==> config.mk <==
export PLATFORM = sky130hd
export DESIGN_NAME = uart_tx
export DESIGN_NICKNAME = d
export VERILOG_FILES = /design/src/rtl/uart_pkg.sv /design/src/rtl/uart_tx_bitcnt.sv /design/src/rtl/uart_tx.sv
export SDC_FILE = /design/constraint.sdc
export NUM_CORES = 1
export LEC_CHECK = 0
export BUFFER_PORTS_ARGS = -buffer_cell sky130_fd_sc_hd__buf_2
export CAP_MARGIN = 20
export CORE_AREA = 2 2 66 52
export CTS_BUF_LIST = sky130_fd_sc_hd__clkbuf_16
export DETAILED_ROUTE_END_ITERATION = 10
export DIE_AREA = 0 0 68 54
export PLACE_DENSITY = 0.73
export SLEW_MARGIN = 5
export SYNTH_ARGS = -nofsm -noshare
export SYNTH_HDL_FRONTEND = slang
export SYNTH_SLANG_ARGS = --single-unit
==> constraint.sdc <==
create_clock -name clk -period 4.2 [get_ports clk]
set_input_delay 0.42 -clock clk [delete_from_list [all_inputs] [get_ports clk]]
set_output_delay 0.42 -clock clk [all_outputs]
set_load 0.005 [all_outputs]
==> src/rtl/uart_pkg.sv <==
// Shared UART types and constants: FSM state encoding, data width, line idle level and
// the default system-clocks-per-bit setting.
package uart_pkg;

    typedef enum logic [2:0] {
        ST_IDLE,
        ST_START,
        ST_DATA,
        ST_PARITY,
        ST_STOP
    } uart_state_e;

    localparam int unsigned UART_DATA_W   = 8;
    localparam logic        UART_IDLE_LVL = 1'b1;
    localparam int unsigned UART_BPS_PARA = 1250;

endpackage

==> src/rtl/uart_tx_bitcnt.sv <==
// Bit-period counter: counts 0..BPS_PARA-1 while enabled, pulses bit_end on the last count.
// Held at 0 when disabled or cleared.
module uart_tx_bitcnt #(
    parameter int unsigned BPS_PARA = 1250
) (
    input  logic clk,
    input  logic rst,
    input  logic en,
    input  logic clr,
    output logic bit_end
);

    localparam int unsigned CNT_W = (BPS_PARA > 1) ? $clog2(BPS_PARA) : 1;
    localparam logic [CNT_W-1:0] CNT_LAST = CNT_W'(BPS_PARA - 1);

    logic [CNT_W-1:0] cnt_q, cnt_d;

    assign bit_end = en && (cnt_q == CNT_LAST);

    always_comb begin
        cnt_d = cnt_q + CNT_W'(1);
        if (clr || !en || bit_end) begin
            cnt_d = '0;
        end
    end

    always_ff @(posedge clk) begin
        if (rst) begin
            cnt_q <= '0;
        end else begin
            cnt_q <= cnt_d;
        end
    end

endmodule

==> src/rtl/uart_tx.sv <==
// UART transmitter: start bit, 8 data bits LSB first, optional even parity, one stop bit.
// Define UART_TX_PARITY_EN to insert the even-parity bit (8E1); default build is 8N1.
module uart_tx
    import uart_pkg::*;
#(
    parameter int unsigned BPS_PARA = UART_BPS_PARA
) (
    input  logic                   clk,
    input  logic                   rst,
    input  logic [UART_DATA_W-1:0] tx_data,
    input  logic                   tx_valid,
    output logic                   tx_ready,
    output logic                   tx,
    output logic                   tx_busy
);

    uart_state_e            state_q, state_d;
    logic [UART_DATA_W-1:0] shreg_q, shreg_d;
    logic [2:0]             bit_idx_q, bit_idx_d;
    logic                   tx_q, tx_d;
    logic                   accept;
    logic                   bit_end;
`ifdef UART_TX_PARITY_EN
    logic                   parity_q, parity_d;
`endif

    assign tx_ready = (state_q == ST_IDLE);
    assign tx_busy  = (state_q != ST_IDLE);
    assign tx       = tx_q;
    assign accept   = tx_valid && tx_ready;

    uart_tx_bitcnt #(
        .BPS_PARA (BPS_PARA)
    ) u_bitcnt (
        .clk     (clk),
        .rst     (rst),
        .en      (tx_busy),
        .clr     (accept),
        .bit_end (bit_end)
    );

    always_comb begin
        state_d   = state_q;
        shreg_d   = shreg_q;
        bit_idx_d = bit_idx_q;
        tx_d      = tx_q;
`ifdef UART_TX_PARITY_EN
        parity_d  = parity_q;
`endif
        unique case (state_q)
            ST_IDLE: begin
                tx_d = UART_IDLE_LVL;
                if (accept) begin
                    state_d   = ST_START;
                    shreg_d   = tx_data;
                    bit_idx_d = 3'd0;
                    tx_d      = 1'b0;
`ifdef UART_TX_PARITY_EN
                    parity_d  = ^tx_data;
`endif
                end
            end
            ST_START: begin
                if (bit_end) begin
                    state_d = ST_DATA;
                    tx_d    = shreg_q[0];
                end
            end
            ST_DATA: begin
                if (bit_end) begin
                    if (bit_idx_q == 3'd7) begin
`ifdef UART_TX_PARITY_EN
                        state_d = ST_PARITY;
                        tx_d    = parity_q;
`else
                        state_d = ST_STOP;
                        tx_d    = UART_IDLE_LVL;
`endif
                    end else begin
                        bit_idx_d = bit_idx_q + 3'd1;
                        shreg_d   = shreg_q >> 1;
                        // Next data bit is what shreg[0] will hold after this shift.
                        tx_d      = shreg_q[1];
                    end
                end
            end
`ifdef UART_TX_PARITY_EN
            ST_PARITY: begin
                if (bit_end) begin
                    state_d = ST_STOP;
                    tx_d    = UART_IDLE_LVL;
                end
            end
`endif
            ST_STOP: begin
                tx_d = UART_IDLE_LVL;
                if (bit_end) begin
                    state_d = ST_IDLE;
                end
            end
            default: begin
                state_d = ST_IDLE;
                tx_d    = UART_IDLE_LVL;
            end
        endcase
    end

    always_ff @(posedge clk) begin
        if (rst) begin
            state_q   <= ST_IDLE;
            shreg_q   <= '0;
            bit_idx_q <= 3'd0;
            tx_q      <= UART_IDLE_LVL;
`ifdef UART_TX_PARITY_EN
            parity_q  <= 1'b0;
`endif
        end else begin
            state_q   <= state_d;
            shreg_q   <= shreg_d;
            bit_idx_q <= bit_idx_d;
            tx_q      <= tx_d;
`ifdef UART_TX_PARITY_EN
            parity_q  <= parity_d;
`endif
        end
    end

endmodule
# Yosys cells after proc, flatten, opt, wreduce, memory -nomap -nowiden
# Index checks and enable logic that the tools add are counted.
classes:
  addsub: 2
  mul: 0
  div: 0
  n_lt_le_gt_ge: 0
  eq_ne: 11
  shifts: 0
  muxes: 19
  n_bitwise: 0
  n_reduce_logical: 12
op_table:
  columns: ["operator", "n"]
  rows:
  - ["3-bit two-way mux", 8]
  - ["8-bit two-way mux", 3]
  - ["8-bit case mux with 2 select lines", 1]
  - ["3-bit case mux with 4 select lines", 1]
  - ["11-bit by 1-bit adder with 11-bit output, second input constant", 1]
  - ["11-bit equality test, second input constant", 1]
  - ["2-bit by 1-bit != test with 1-bit output, second input constant", 4]
  - ["3-bit equality test, second input constant", 2]
  - ["3-bit case mux with 2 select lines", 1]
  - ["5-bit AND reduction", 1]
  - ["1-bit two-way mux", 4]
  - ["2-bit != test, second input constant", 2]
  - ["4-bit AND reduction", 1]
  - ["3-bit by 1-bit adder with 3-bit output, second input constant", 1]
  - ["3-bit by 1-bit equality test with 1-bit output, second input constant", 1]
  - ["3-bit by 2-bit equality test with 1-bit output, second input constant", 1]
  - ["3-bit zero test", 1]
  - ["1-bit case mux with 3 select lines", 1]
  - ["3-bit nonzero test", 1]
  - ["1-bit logical AND", 2]
  - ["1-bit logical OR", 2]
  - ["2-bit AND reduction", 1]
  - ["2-bit nonzero test", 1]
  - ["2-bit OR reduction", 1]
  - ["1-bit zero test", 1]
totals:
  register_bits: 26
  latch_bits: 0
  mem_bits_rw: 0
  romBits: 0
  inputBits: 11
  out_inout_bits: 3
  wordCells: 49
  n_memories: 0

# Longest topological paths before layout
# Gate-level depths: netlist of run 1.
logic_depth:
  ltp_word: 5
  mapped_depth: 7
  mapped_depth_nobuf: 6

# Cells and area by module
# Synthesis of run 1 repeated with hierarchy kept, for this count alone.
unflattened:
  hier_cells: 138
  area_unflattened_um2: 1390.1
modules_own_cells:
  columns: ["mod", "n_inst", "cells_each", "area_per_inst_um2", "seq_area_each_um2"]
  rows:
  - ["uart_tx", 1, 82, 833.3, 300.3]
  - ["uart_tx_bitcnt", 1, 56, 556.8, 220.2]

# Worst setup path after synthesis of run 1
# No wires, ideal clock.
synth_path:
  path_kind: "register -> register"
  from: "reg bit_idx_q[0]"
  to: "reg shreg_q[1]"
  setup_ns: 0.141
  arrival_time_ns: 1.822
  slack_ns: 2.236
  path_stages_with_launch: 8
  path_buffers: 1
  period_less_slack_ns: 1.964
  path_cell_list: "dfxtp_1 -> ha_1 -> ha_1 -> or4b_1 -> nor4_4 -> nand2b_1 -> buf_2 -> a211oi_1"
synth_between:
  elab_chain_cells: 3
synth_rtl:
  columns: ["item", "line_no", "text"]
  rows:
  - ["start, declared", "uart_tx.sv:19", "logic [2:0] bit_idx_q, bit_idx_d;"]
  - ["start signal, assigned", "uart_tx.sv:120", "bit_idx_q <= bit_idx_d;"]
  - ["3-bit equality test", "uart_tx.sv:71", "if (bit_idx_q == 3'd7) begin"]
  - ["2-bit != test (no source line)", null, null]
  - ["4-bit AND reduction (no source line)", null, null]
  - ["end signal, assigned", "uart_tx.sv:119", "shreg_q <= shreg_d;"]
  - ["end, declared", "uart_tx.sv:18", "logic [UART_DATA_W-1:0] shreg_q, shreg_d;"]
# No other way between the ends.
# A chain may end at the register's enable or synchronous reset.

# Worst setup path after layout of run 1
layout_path:
  from: "reg state_q[1]"
  to: "reg shreg_q[1]"
layout_between:
  elab_chain_cells: 4
layout_rtl:
  columns: ["item", "line_no", "text"]
  rows:
  - ["start, declared", "uart_tx.sv:17", "uart_state_e state_q, state_d;"]
  - ["start signal, assigned", "uart_tx.sv:118", "state_q <= state_d;"]
  - ["3-bit nonzero test / 3-bit zero test (equally long branches)", "uart_tx.sv:28, uart_tx.sv:27, uart_tx.sv:50", null]
  - ["1-bit logical AND (on tied branches)", "uart_tx_bitcnt.sv:18, uart_tx.sv:30", null]
  - ["2-bit by 1-bit != test with 1-bit output (no source line)", null, null]
  - ["4-bit AND reduction (no source line)", null, null]
# Several ways; a longest one is shown, not always the timed one.

==> impl_metrics.yaml, run 1 <==
cts:
  clkSinkCount: 26
  clk_pin_slew_ns: 0.06
  post_cts_buffers: 0
  cts-root-buf: "clkbuf_16"
  cts_buffers: 3
  cts_tree: "done"
  htreeDepth: 1
  cts.path.max_buffers: 2
  worstSkewPairLatency_ns: 0.26
  cts_hold_buf: 0
  cts_resized: 0
drt:
  drc: 0
  drt_wl_total_mm: 2.537
  wl_per_cell_um: 13.35
  viasPerCell: 5.637
  num_vias: 1071
  antenna_left: 0
  drt-pass1-iter-count: 4
  drtIter0Drc: 99
global_routing:
  grt_max_degree: 22
  gr-total-overflow: 0
  track_usage_pct: 15.19
  grt_pass1_wl_mm: 4.333
  grt_antenna_before_repair: 0
  grt_pass1_vias: 993
floorplan:
  io_pins: 14
  die_area_sq_um: 3672
  core_area_sq_um: 3108
  initial_core_util_pct: 42.07
  rows: 18
  die_w_um: 68
  dieHeight_um: 54
timing:
  setup_violations: 0
  worst_slack_ns: 1.614
  final-hold-violation-count: 0
  slew_viol_final: 0
  fin_crit_ns: 2.586
  post-route-period-util_pct: 61.58
  tns_ns: 0
  slew-limit-headroom_pct: 46.26
  fmax_mhz: 386.6
  tightest_slew_ns: 0.8049
  skew_ns: 0.004264
  rsz0062_at_grt: "no"
synthesis:
  yosysWarnings: 0
  syn_area_sq_um: 1308
  synth_edf_count: 0
  synth_commonest_cells: "dfxtp_1 (26), nor2_1 (18), nor3_1 (13), mux2i_1 (7), nand2_1 (7)"
  syn_avg_cell_area_sq_um: 9.208
  yosysUniqueCellTypes: 35
  synth_seq_area_share_pct: 39.81
  netlist.top_cell.by_area: "dfxtp_1"
  ys_seq_elements: 26
  synthArstFlopShare_pct: 0
  synthFlopType: "dfxtp_1"
  synthDominantCellAreaShare_pct: 39.81
  syn_nets: 157
  synth_most_common_cell: "dfxtp_1"
  synth_area_leaders: "dfxtp_1 (40%), mux2i_1 (5.4%), nor2_1 (5.2%)"
  synthCells: 142
final_layout:
  layout.nets: 167
  utilization_pct: 46.86
  n_fill_cell: 302
  multi_input_area_sq_um: 734.5
  area_growth_pct: 11.39
  drive_gt1_share_pct: 16.00
  layout.area.seq_sq_um: 520.5
  stdcell_area_sq_um: 1456
  diodes: 0
setup_path:
  worstPathRequired_ns: 4.32
  crit_type: "reg2reg"
  arrival_ns: 2.71
  worstSetupEndpointType: "flip-flop"
  critPathMaxFanout: 21
  startpoint_type: "flip-flop"
placed_design:
  dp_hpwl_mm: 1.778
  io_buffers: 13
  postPlaceCellArea_sq_um: 1381
  gp_congestion: 0.8051
  post-place-ws_ns: 1.690
pwr:
  p_total_mw: 0.5089
  vdd_drop_max_v: 0.0001461
  power.density_nw_per_um2: 349.5
  p_leak_nw: 0.5238
hold_path:
  hp-class: "in2reg"
run:
  max-cap-violations: 0
status:
  status: "finished clean"
[state kept, by name, summed over array words and instances (netlist names)]
register	cells
u_bitcnt.cnt_q	11
shreg_q	8
bit_idx_q	3
state_q	3
tx	1
[logic make-up (layout without fill, tap and decap cells)]
logic type / count (synthesis) / after routing / share of synthesized area [%]
adder cells (fa/ha/maj): 4 / 4 / 3.828
AND/OR/NAND/NOR: 62 / 62 / 26.80
flip-flops: 26 / 26 / 39.81
AO/OA/AOI/OAI: 22 / 22 / 13.49
XOR/XNOR: 10 / 10 / 6.698
multiplexers: 7 / 7 / 5.359
buffers and inverters: 11 / 19 / 4.018
[power by group]
| part | internal [mW] | leakage [nW] | switching (mW) |
|---|---|---|---|
| Clock | 0.126 | 0.0370 | 0.0812 |
| Sequential | 0.255 | 0.212 | 0.00687 |
| Combinational | 0.0176 | 0.275 | 0.0221 |
| Total | 0.399 | 0.524 | 0.110 |
[critical path, cell delays in order, from the launching register on]
cell and delay [ns]:
dfxtp_1 0.84, or4b_1 0.56, nor4_4 0.50, nand2b_1 0.42, a211oi_1 0.13
[routing by layer]
metal	GRT usage, %	wire (um)	share of wire [%]
met3	1.255	79	3.1
met5	0	0	0
met2	26.54	1192	47
met1	19.85	1228	48
met4	5.000	36	1.4
[placed cells by master, fill, tap and decap left out, types with 2 or more instances in the layout]
master,instances
a211oi_1,4
xnor2_1,6
ha_1,4
nand4_1,3
nand2_1,7
xor2_1,4
a22oi_1,2
nor2b_1,3
o211ai_1,2
clkbuf_16,3
a21oi_1,4
nand3_1,2
a211oi_2,5
nor3_1,13
dfxtp_1,26
nand3b_1,3
o21ai_0,3
buf_2,13
or3_1,3
nor2_1,18
mux2i_1,7
inv_1,3
[stage by stage]
step                hold slack, ns  cells
floorplan                   0.4413    142
global placement            0.4608    187
detailed placement          0.4688    187
CTS                         0.4485    190
global route                0.4750    190
finish                      0.4486    190
[layout make-up]
| class | instances | area share (%) |
|---|---|---|
| multi-input combinational | 105 | 50.43 |
| sequential | 26 | 35.74 |
| clock buffer | 3 | 5.155 |
| timing repair buffer | 13 | 4.467 |
| tap | 40 | 3.436 |
| inverter | 3 | 0.7732 |
[worst paths after layout]
check / from / endpoint / slack [ns] / depth (start not counted)
worst max register to register: state_q[1]$_SDFFE_PP0P_ / shreg_q[1]$_SDFFE_PP0P_ / 1.61 / 4
worst max-delay path: state_q[1]$_SDFFE_PP0P_ / shreg_q[1]$_SDFFE_PP0P_ / 1.61 / 4
worst min-delay path: tx_data[7] / shreg_q[7]$_SDFFE_PP0P_ / 0.45 / 3
worst min register to register: u_bitcnt.cnt_q[0]$_SDFF_PP0_ / u_bitcnt.cnt_q[0]$_SDFF_PP0_ / 0.48 / 1
Note: power is estimated with default switching activity, not from simulation.
==> run 2, diff against run 1 <==
--- a/config.mk
+++ b/config.mk
@@ -11,7 +11,7 @@
 export CTS_BUF_LIST = sky130_fd_sc_hd__clkbuf_16
 export DETAILED_ROUTE_END_ITERATION = 10
 export DIE_AREA = 0 0 68 54
-export PLACE_DENSITY = 0.73
+export PLACE_DENSITY = 0.75
 export SLEW_MARGIN = 5
 export SYNTH_ARGS = -nofsm -noshare
 export SYNTH_HDL_FRONTEND = slang
==> constraint.sdc (replaced) <==
create_clock -name clk -period 2.3 [get_ports clk]
set_input_delay 0.23 -clock clk [delete_from_list [all_inputs] [get_ports clk]]
set_output_delay 0.23 -clock clk [all_outputs]
set_load 0.005 [all_outputs]
==> impl_metrics.yaml, run 2 (synthesis gave the netlist of run 1 again) <==
setup_path:
  startpoint_type: "flip-flop"
  critPathMaxFanout: 7
  worstSetupEndpointType: "flip-flop"
  arrival_ns: 2.32
  r2r_cells: 6
  worstPathRequired_ns: 2.42
  timing.rr.start: "bit_idx_q[0]$_SDFFE_PP0P_"
  r2r_slack_ns: 0.11
  crit_type: "reg2reg"
  r2r_end: "shreg_q[0]$_SDFFE_PP0P_"
  worstSetupStartpoint: "bit_idx_q[0]$_SDFFE_PP0P_"
timing:
  slew-limit-headroom_pct: 73.13
  setup_violations: 0
  fmax_mhz: 455.7
  final-hold-violation-count: 0
  slew_viol_final: 0
  skew_ns: 0.002215
  worst_slack_ns: 0.1054
  tightest_slew_ns: 0.4030
  post-route-period-util_pct: 95.42
  fin_crit_ns: 2.195
  tns_ns: 0
  rsz0062_at_grt: "no"
drt:
  num_vias: 1060
  drt_wl_total_mm: 2.642
  drt-pass1-iter-count: 4
  drc: 0
  viasPerCell: 5.492
  antenna_left: 0
  drtIter0Drc: 91
  wl_per_cell_um: 13.69
hold_path:
  min-delay-start: "tx_valid"
  hp-class: "in2reg"
  hold_end: "state_q[0]$_SDFFE_PP0P_"
  worstHoldPathCells: 3
cts:
  cts-root-buf: "clkbuf_16"
  cts_hold_buf: 0
  cts.path.max_buffers: 2
  post_cts_buffers: 0
  cts_tree: "done"
  htreeDepth: 1
  cts_buffers: 3
  clkSinkCount: 26
  clk_pin_slew_ns: 0.06
  worstSkewPairLatency_ns: 0.26
  cts_resized: 0
final_layout:
  area_growth_pct: 12.82
  layout.nets: 169
  diodes: 0
  final_common_cell: "dfxtp_1"
  utilization_pct: 47.46
  reg_top3: "u_bitcnt.cnt_q x11, shreg_q x8"
  stdcell_area_sq_um: 1475
  layout_common_cells: "dfxtp_1 (26), nor2_1 (18), nor3_1 (13), buf_2 (13)"
  regMostFlops: "u_bitcnt.cnt_q"
  largest_reg_flops: 11
  drive_gt1_share_pct: 16.99
pwr:
  p_leak_nw: 0.5363
  power.density_nw_per_um2: 638.0
  vdd_drop_max_v: 0.0003068
  p_total_mw: 0.9411
run:
  max-cap-violations: 0
floorplan:
  die_w_um: 68
  die_area_sq_um: 3672
  dieHeight_um: 54
  rows: 18
  initial_core_util_pct: 42.07
  core_area_sq_um: 3108
  io_pins: 14
global_routing:
  gr-total-overflow: 0
  grt_pass1_wl_mm: 4.333
  grt_pass1_vias: 945
  track_usage_pct: 15.82
  grt_max_degree: 16
  grt_antenna_before_repair: 0
placed_design:
  postPlaceCellArea_sq_um: 1396
  post-place-ws_ns: 0.1477
  gp_congestion: 0.8085
  io_buffers: 13
  dp_hpwl_mm: 1.959
status:
  status: "finished clean"
## run 2: final cells by class
class / count / area (sq um)
multi-input cells: 105 / 734.5
clock inverters: 1 / 3.754
clock buffers: 3 / 75.07
fillers: 284 / 1633
inverters: 3 / 11.26
flip-flops and latches: 26 / 520.5
well taps: 40 / 50.05
repair buffers: 15 / 80.08
## run 2: metal layers
layer | vias up | global-route usage [%] | wire length [um]
met5 | - | 0 | 0
met4 | 0 | 7.000 | 48
met3 | 5 | 1.883 | 72
met2 | 21 | 25.24 | 1228
met1 | 498 | 21.49 | 1292
li1 | 536 | - | -
## run 2: worst max-delay path by stage
stage	to	slack [ns]	cells past startpoint
floorplan	shreg_q[1]$_SDFFE_PP0P_	0.34	7
global placement	shreg_q[0]$_SDFFE_PP0P_	0.30	6
detailed placement	shreg_q[0]$_SDFFE_PP0P_	0.15	6
CTS	shreg_q[0]$_SDFFE_PP0P_	0.14	6
global route	shreg_q[0]$_SDFFE_PP0P_	0.04	6
finish	shreg_q[0]$_SDFFE_PP0P_	0.11	6
## run 2: critical path: stages (launching register included)
cell and delay, ns:
dfxtp_1 0.33, ha_1 0.21, ha_1 0.24, or4b_1 0.55, nor4_4 0.19, nand2b_1 0.39
a211oi_1 0.14
## run 2: where the power goes
group	internal, mW	leakage (nW)	switching [mW]	total [mW]
combinational	0.0322	0.286	0.0419	0.0741
sequential	0.466	0.212	0.0130	0.479
clock	0.233	0.0385	0.156	0.389
total	0.731	0.536	0.211	0.941
## run 2: metrics by stage
stage / hold WS, ns / cells
floorplan: 0.3028 / 142
global placement: 0.4564 / 189
detailed placement: 0.4681 / 189
CTS: 0.2834 / 193
global route: 0.2918 / 193
finish: 0.2770 / 193
